===== src/rtl/clock_core_tz.sv =====
// clock_core_tz: six-digit HH:MM:SS clock with debounced set buttons, 12/24-hour display
// and a compile-time time-zone offset on the displayed hour.
//
// Ports:
//   clk        system clock (single domain)
//   reset      asynchronous active-low reset, clears the whole block
//   sw         1 = set-time mode, 0 = run mode
//   field_sel  field adjusted in set mode: 0 = hours, 1 = minutes
//   mode_12h   1 = 12-hour display, 0 = 24-hour display
//   button1    increment button (asynchronous, bouncing)
//   button2    decrement button (asynchronous, bouncing)
//   seg0..seg5 active-low {g,f,e,d,c,b,a}; seg0/1 seconds, seg2/3 minutes, seg4/5 hours
//   pm         displayed hour is 12..23 while in 12-hour mode
//   sec_tick   one-cycle pulse per seconds increment, aligned with the updated display
//
// Configuration macro: CLOCK_CORE_TZ_EN. When defined, TZ_OFFSET_H is added to the displayed
// hour; when undefined the stored hour is displayed directly and no adder exists.
module clock_core_tz #(
  parameter int unsigned CLK_HZ          = 50000000,
  parameter int unsigned DEBOUNCE_CYCLES = 1000000,
  parameter int unsigned TZ_OFFSET_H     = 5
) (
  input  logic       clk,
  input  logic       reset,
  input  logic       sw,
  input  logic       field_sel,
  input  logic       mode_12h,
  input  logic       button1,
  input  logic       button2,
  output logic [6:0] seg0,
  output logic [6:0] seg1,
  output logic [6:0] seg2,
  output logic [6:0] seg3,
  output logic [6:0] seg4,
  output logic [6:0] seg5,
  output logic       pm,
  output logic       sec_tick
);

  localparam int unsigned PW = $clog2(CLK_HZ);
  localparam int unsigned DW = (DEBOUNCE_CYCLES > 1) ? $clog2(DEBOUNCE_CYCLES) : 1;
  localparam logic [PW-1:0] PrescMax = PW'(CLK_HZ - 1);
  localparam logic [DW-1:0] DebMax   = DW'(DEBOUNCE_CYCLES - 1);
  localparam logic [6:0]    Blank    = 7'h7F;

  if (CLK_HZ < 2) begin : g_bad_clk_hz
    $error("CLK_HZ must be at least 2");
  end
  if (DEBOUNCE_CYCLES < 1) begin : g_bad_debounce
    $error("DEBOUNCE_CYCLES must be at least 1");
  end
  if (TZ_OFFSET_H > 23) begin : g_bad_tz
    $error("TZ_OFFSET_H must be in 0..23");
  end

  function automatic logic [6:0] seg_dec(input logic [3:0] d);
    logic [6:0] s;
    case (d)
      4'd0:    s = 7'h40;
      4'd1:    s = 7'h79;
      4'd2:    s = 7'h24;
      4'd3:    s = 7'h30;
      4'd4:    s = 7'h19;
      4'd5:    s = 7'h12;
      4'd6:    s = 7'h02;
      4'd7:    s = 7'h78;
      4'd8:    s = 7'h00;
      4'd9:    s = 7'h10;
      default: s = Blank;
    endcase
    return s;
  endfunction

  function automatic logic [3:0] tens_of(input logic [5:0] v);
    return 4'(v / 6'd10);
  endfunction

  function automatic logic [3:0] ones_of(input logic [5:0] v);
    return 4'(v % 6'd10);
  endfunction

  // ---------------------------------------------------------------------------------------
  // Button synchronisers and debouncers; index 0 = button1 (up), 1 = button2 (down)
  // ---------------------------------------------------------------------------------------
  logic [1:0]    btn;
  logic [1:0]    sync1_q, sync2_q;
  logic [1:0]    db_q, db_d;
  logic [1:0]    press_q, press_d;
  logic [DW-1:0] cnt_q [2];
  logic [DW-1:0] cnt_d [2];

  assign btn = {button2, button1};

  always_comb begin
    for (int i = 0; i < 2; i++) begin
      db_d[i]    = db_q[i];
      press_d[i] = 1'b0;
      cnt_d[i]   = '0;
      // Count only while the synchronised level disagrees; any agreement restarts the count.
      if (sync2_q[i] != db_q[i]) begin
        if (cnt_q[i] == DebMax) begin
          db_d[i]    = sync2_q[i];
          press_d[i] = sync2_q[i];
        end else begin
          cnt_d[i] = cnt_q[i] + DW'(1);
        end
      end
    end
  end

  always_ff @(posedge clk or negedge reset) begin
    if (!reset) begin
      sync1_q  <= '0;
      sync2_q  <= '0;
      db_q     <= '0;
      press_q  <= '0;
      cnt_q[0] <= '0;
      cnt_q[1] <= '0;
    end else begin
      sync1_q  <= btn;
      sync2_q  <= sync1_q;
      db_q     <= db_d;
      press_q  <= press_d;
      cnt_q[0] <= cnt_d[0];
      cnt_q[1] <= cnt_d[1];
    end
  end

  // ---------------------------------------------------------------------------------------
  // Prescaler and time counters (single writer for seconds/minutes/hours)
  // ---------------------------------------------------------------------------------------
  logic [PW-1:0] presc_q, presc_d;
  logic [5:0]    sec_q, sec_d;
  logic [5:0]    min_q, min_d;
  logic [4:0]    hour_q, hour_d;
  logic          sw_q;
  logic          tick, tick_q;
  logic          up, dn;

  assign up = press_q[0];
  assign dn = press_q[1];

  always_comb begin
    tick    = !sw && (presc_q == PrescMax);
    presc_d = (sw || tick) ? '0 : presc_q + PW'(1);
    sec_d   = sec_q;
    min_d   = min_q;
    hour_d  = hour_q;
    if (sw) begin
      // A tick coincident with entering set mode is dropped by the !sw gate above.
      if (!sw_q) sec_d = '0;
      if (up ^ dn) begin
        if (!field_sel) begin
          if (up) hour_d = (hour_q == 5'd23) ? 5'd0 : hour_q + 5'd1;
          else    hour_d = (hour_q == 5'd0) ? 5'd23 : hour_q - 5'd1;
        end else begin
          if (up) min_d = (min_q == 6'd59) ? 6'd0 : min_q + 6'd1;
          else    min_d = (min_q == 6'd0) ? 6'd59 : min_q - 6'd1;
        end
      end
    end else if (tick) begin
      if (sec_q == 6'd59) begin
        sec_d = '0;
        if (min_q == 6'd59) begin
          min_d  = '0;
          hour_d = (hour_q == 5'd23) ? 5'd0 : hour_q + 5'd1;
        end else begin
          min_d = min_q + 6'd1;
        end
      end else begin
        sec_d = sec_q + 6'd1;
      end
    end
  end

  always_ff @(posedge clk or negedge reset) begin
    if (!reset) begin
      presc_q <= '0;
      sec_q   <= '0;
      min_q   <= '0;
      hour_q  <= '0;
      sw_q    <= 1'b0;
      tick_q  <= 1'b0;
    end else begin
      presc_q <= presc_d;
      sec_q   <= sec_d;
      min_q   <= min_d;
      hour_q  <= hour_d;
      sw_q    <= sw;
      tick_q  <= tick;
    end
  end

  // ---------------------------------------------------------------------------------------
  // Display hour, 12-hour mapping and registered decode
  // ---------------------------------------------------------------------------------------
  logic [4:0] hd, h12, hour_disp;
  logic [3:0] hr_tens;
  logic [6:0] seg0_d, seg1_d, seg2_d, seg3_d, seg4_d, seg5_d;
  logic       pm_d;

`ifdef CLOCK_CORE_TZ_EN
  logic [5:0] hd_sum;
  assign hd_sum = {1'b0, hour_q} + 6'(TZ_OFFSET_H);
  assign hd     = (hd_sum >= 6'd24) ? 5'(hd_sum - 6'd24) : hd_sum[4:0];
`else
  assign hd = hour_q;
`endif

  always_comb begin
    h12 = (hd >= 5'd12) ? hd - 5'd12 : hd;
    if (h12 == 5'd0) h12 = 5'd12;
    hour_disp = mode_12h ? h12 : hd;
    hr_tens   = tens_of({1'b0, hour_disp});
    seg0_d    = seg_dec(ones_of(sec_q));
    seg1_d    = seg_dec(tens_of(sec_q));
    seg2_d    = seg_dec(ones_of(min_q));
    seg3_d    = seg_dec(tens_of(min_q));
    seg4_d    = seg_dec(ones_of({1'b0, hour_disp}));
    seg5_d    = (mode_12h && (hr_tens == 4'd0)) ? Blank : seg_dec(hr_tens);
    pm_d      = mode_12h && (hd >= 5'd12);
  end

  // sec_tick is delayed one stage so it lands in the same cycle as the new seconds digits.
  always_ff @(posedge clk or negedge reset) begin
    if (!reset) begin
      seg0     <= Blank;
      seg1     <= Blank;
      seg2     <= Blank;
      seg3     <= Blank;
      seg4     <= Blank;
      seg5     <= Blank;
      pm       <= 1'b0;
      sec_tick <= 1'b0;
    end else begin
      seg0     <= seg0_d;
      seg1     <= seg1_d;
      seg2     <= seg2_d;
      seg3     <= seg3_d;
      seg4     <= seg4_d;
      seg5     <= seg5_d;
      pm       <= pm_d;
      sec_tick <= tick_q;
    end
  end

endmodule


===== config.mk =====
export PLATFORM = sky130hd
export DESIGN_NAME = clock_core_tz
export DESIGN_NICKNAME = d
export VERILOG_FILES = /design/src/rtl/clock_core_tz.sv
export SDC_FILE = /design/constraint.sdc
export NUM_CORES = 1
export LEC_CHECK = 0
export CORE_ASPECT_RATIO = 0.6
export CORE_UTILIZATION = 55
export CTS_CLUSTER_DIAMETER = 120
export CTS_CLUSTER_SIZE = 14
export DETAILED_ROUTE_END_ITERATION = 7
export GPL_TIMING_DRIVEN = 0
export PLACE_DENSITY_LB_ADDON = 0.25
export REMOVE_ABC_BUFFERS = 1
export SETUP_SLACK_MARGIN = 0.5
export SLEW_MARGIN = 20
export SYNTH_ARGS = -nofsm -noshare
export SYNTH_HDL_FRONTEND = slang
export SYNTH_SLANG_ARGS = --single-unit

===== constraint.sdc =====
create_clock -name clk -period 9.3 [get_ports clk]
set_input_delay 1.395 -clock clk [delete_from_list [all_inputs] [get_ports clk]]
set_output_delay 1.395 -clock clk [all_outputs]
set_load 0.01 [all_outputs]

==> results.sh <==
export IMPL_via_per_inst=5.55
export IMPL_fillers=1064
export IMPL_place_gp_congestion=0.844
export IMPL_cp_start_kind="input port"
export IMPL_yosysTopAreaCell="dfrtp_1"
export IMPL_cts_sinks=136
export IMPL_critPathKind="input port to flip-flop"
export IMPL_hold_class="flip-flop to flip-flop"
export IMPL_cts_resized=0
export IMPL_die_h_um=94.4
export IMPL_reg2reg_from="hd[2]"
export IMPL_crit_fanout=20
export IMPL_dpl_hpwl_um=10900
export IMPL_setup_viol_count_final=0
export IMPL_finalHoldViolCount=0
export IMPL_synth_area_mm2=0.00783
export IMPL_p_int_mw=1.10
export IMPL_worst_slew_pin_slew_ps=1090
export IMPL_diodes=0
export IMPL_area_delta_synth_final_pct=15.3
export IMPL_drive_gt1_share_pct=13.2
export IMPL_clockRootBuffer="clkbuf_16"
export IMPL_drtIter0Drc=434
export IMPL_synthArstFlopShare_pct=100
export IMPL_grt_overflow_total=0
export IMPL_rr_endpoint="seg4[0]"
export IMPL_synth_edf_count=0
export IMPL_ir_worst_vdd_uv=90.3
export IMPL_required_ps=9630
export IMPL_cp_arrival_ps=4610
export IMPL_cts_tree="done"
export IMPL_start_util_pct=56.8
export IMPL_pre_cts_ws_ps=4640
export IMPL_synth_seq_cells=136
export IMPL_synth_distinct_cells=81
export IMPL_status="complete, no violations"
export IMPL_post_cts_setup_buffer_count=0
export IMPL_nets=896
export IMPL_grt_usage_pct=22.9
export IMPL_hold_path_depth=0
export IMPL_pwr_share_seq_pct=44.5
export IMPL_setup_ws_ps=5020
export IMPL_yosysSeqAreaShare_pct=44.1
export IMPL_slew_headroom_pct=26.7
export IMPL_htree_levels=4
export IMPL_fin_worst_skew_ps=8.29
export IMPL_avgRoutedWirePerCell_um=15.1
export IMPL_cts_buffers=17
export IMPL_cap_violations=0
export IMPL_min_to="sec_tick"
export IMPL_synth_common_cells="115 x nor2_1, 95 x dfrtp_1, 52 x nand2_1, 46 x nand3_1, 45 x ha_1"
export IMPL_combPwrFrac_pct=9.7
export IMPL_rsz0062_at_grt="false"
export IMPL_post_route_min_period_ps=4280
export IMPL_grt_pass1_wl_um=26800
export IMPL_hp_start="tick_q"
export IMPL_cts_hold_buf=0
export IMPL_ios=51
export IMPL_pwr_share_clk_pct=45.9
export IMPL_syn_inst=806
export IMPL_coreArea_mm2=0.0138
export IMPL_tns_ps=0
export IMPL_post_synth_top_count_cell="nor2_1"
export IMPL_p_leak_nw=3.83
export IMPL_drc=0
export IMPL_clk_latency_ps=410
export IMPL_cts_buffer_depth=2
export IMPL_max_freq_mhz=234
export IMPL_ant_nets=0
export IMPL_std_cell_rows=33
export IMPL_cp_end_kind="flip-flop"
export IMPL_drv_slew=0
export IMPL_dieArea_mm2=0.0147
export IMPL_switching_power_mw=0.333
export IMPL_clkTransAtPathRegs_ps=60
export IMPL_r2r_cells=11
export IMPL_avgSynthCellArea_um2=9.71
export IMPL_vias=5825
export IMPL_swShare_pct=23.2
export IMPL_min_period_over_period_pct=46.0
export IMPL_yosysTopAreaCellShare_pct=30.4
export IMPL_r2r_slack_ps=5470
export IMPL_startpoint="mode_12h"
export IMPL_yosys_top_cells_area="dfrtp_1 30%, dfstp_2 14%, ha_1 7.2%"
export IMPL_totalWireLength_um=15900
export IMPL_p_total_mw=1.44
export IMPL_pwr_density_cell_mw_per_mm2=159
export IMPL_grt_pass1_vias=5499
export IMPL_grt_antenna_before_repair=0
export IMPL_die_w_um=156
export IMPL_grt_start_max_net_pins=70
export IMPL_yosysWarnings=0
export IMPL_ys_dominant_reg_cell="dfrtp_1"
export IMPL_first_pass_iters=5
export IMPL_io_buffers=50
state kept, by name, indices dropped and copies added (netlist names):
register  cells
cnt_q        40
presc_q      26
seg0          7
seg1          7
seg2          7
seg3          7
seg4          7
min_q         6
sec_q         6
seg5          6
hd            5
db_q          2
press_q       2
sync1_q       2
sync2_q       2
pm            1
sec_tick      1
sw_q          1
tick_q        1
worst max path at each step:
stage,end,slack [ps],cells past startpoint
6_report,seg4[0],5020,10
5_1_grt,seg4[5],4800,9
4_1_cts,seg4[0],5080,9
3_5_place_dp,seg4[0],4640,9
3_3_place_gp,tick_q,1650,1
2_1_floorplan,seg4[5],5600,9
layer usage:
metal | routed length [um] | vias up | track usage, %
met5 | 0 | - | 0
met4 | 172 | 0 | 5.47
met3 | 568 | 19 | 4.68
met2 | 7170 | 129 | 35.3
met1 | 7940 | 2828 | 33.1
li1 | - | 2849 | -
logic make-up after synthesis:
group / after synthesis / share of synthesized area, %
fa+ha+maj: 46 / 7.32
compound gates: 152 / 13.5
flops: 136 / 44.1
xor+xnor: 71 / 7.94
buf+inv: 71 / 4.32
mux: 13 / 1.90
simple gates: 317 / 20.9
cells in the final DEF, fill, tap and decap left out, types with 10 or more instances in the layout:
| cell type | n |
|---|---|
| a21oi_1 | 35 |
| and3_1 | 12 |
| clkbuf_16 | 19 |
| clkdlybuf4s50_1 | 49 |
| dfrtp_1 | 95 |
| dfstp_2 | 41 |
| ha_1 | 45 |
| inv_1 | 35 |
| nand2_1 | 52 |
| nand3_1 | 46 |
| nand4_1 | 10 |
| nor2_1 | 115 |
| nor3_1 | 11 |
| o21ai_0 | 44 |
| xnor2_1 | 37 |
| xor2_1 | 34 |
power by group through the flow:
stage / Clock (mW) / Combinational, mW / Sequential (mW)
2_1_floorplan: 0 / 0.0613 / 0.657
3_3_place_gp: 0 / 0.132 / 0.647
3_5_place_dp: 0 / 0.138 / 0.648
4_1_cts: 0.672 / 0.139 / 0.639
5_1_grt: 0.700 / 0.154 / 0.642
6_report: 0.659 / 0.139 / 0.639
worst max-delay path, cell delays in order:
cell	delay (ps)
clkdlybuf4s50_1	820
nor2_1	160
o32ai_4	770
a21oi_1	150
ha_1	300
inv_1	190
nor4b_1	100
a211oi_2	240
a21bo_1	260
a2bb2oi_1	200
final cells by class:
class | count | area [um2] | share of cell area (%)
inverters | 38 | 143 | 1.58
clock buffers | 25 | 518 | 5.74
flip-flops and latches | 136 | 3450 | 38.3
multi-input cells | 599 | 4060 | 45.0
repair buffers | 52 | 548 | 6.07
clock inverters | 7 | 61.3 | 0.679
well taps | 192 | 240 | 2.66
through the flow:
step           instance area [um2]  util, %  hold WS, ps  instances
6_report                      9030     65.5          349       1049
5_1_grt                       9030     65.5          358       1049
4_1_cts                       9030     65.5          355       1049
3_5_place_dp                  8450     61.3          340       1017
3_3_place_gp                  8370     60.7          341       1015
2_1_floorplan                 7630        -          331        773
Power figures use the tool's default switching activity.
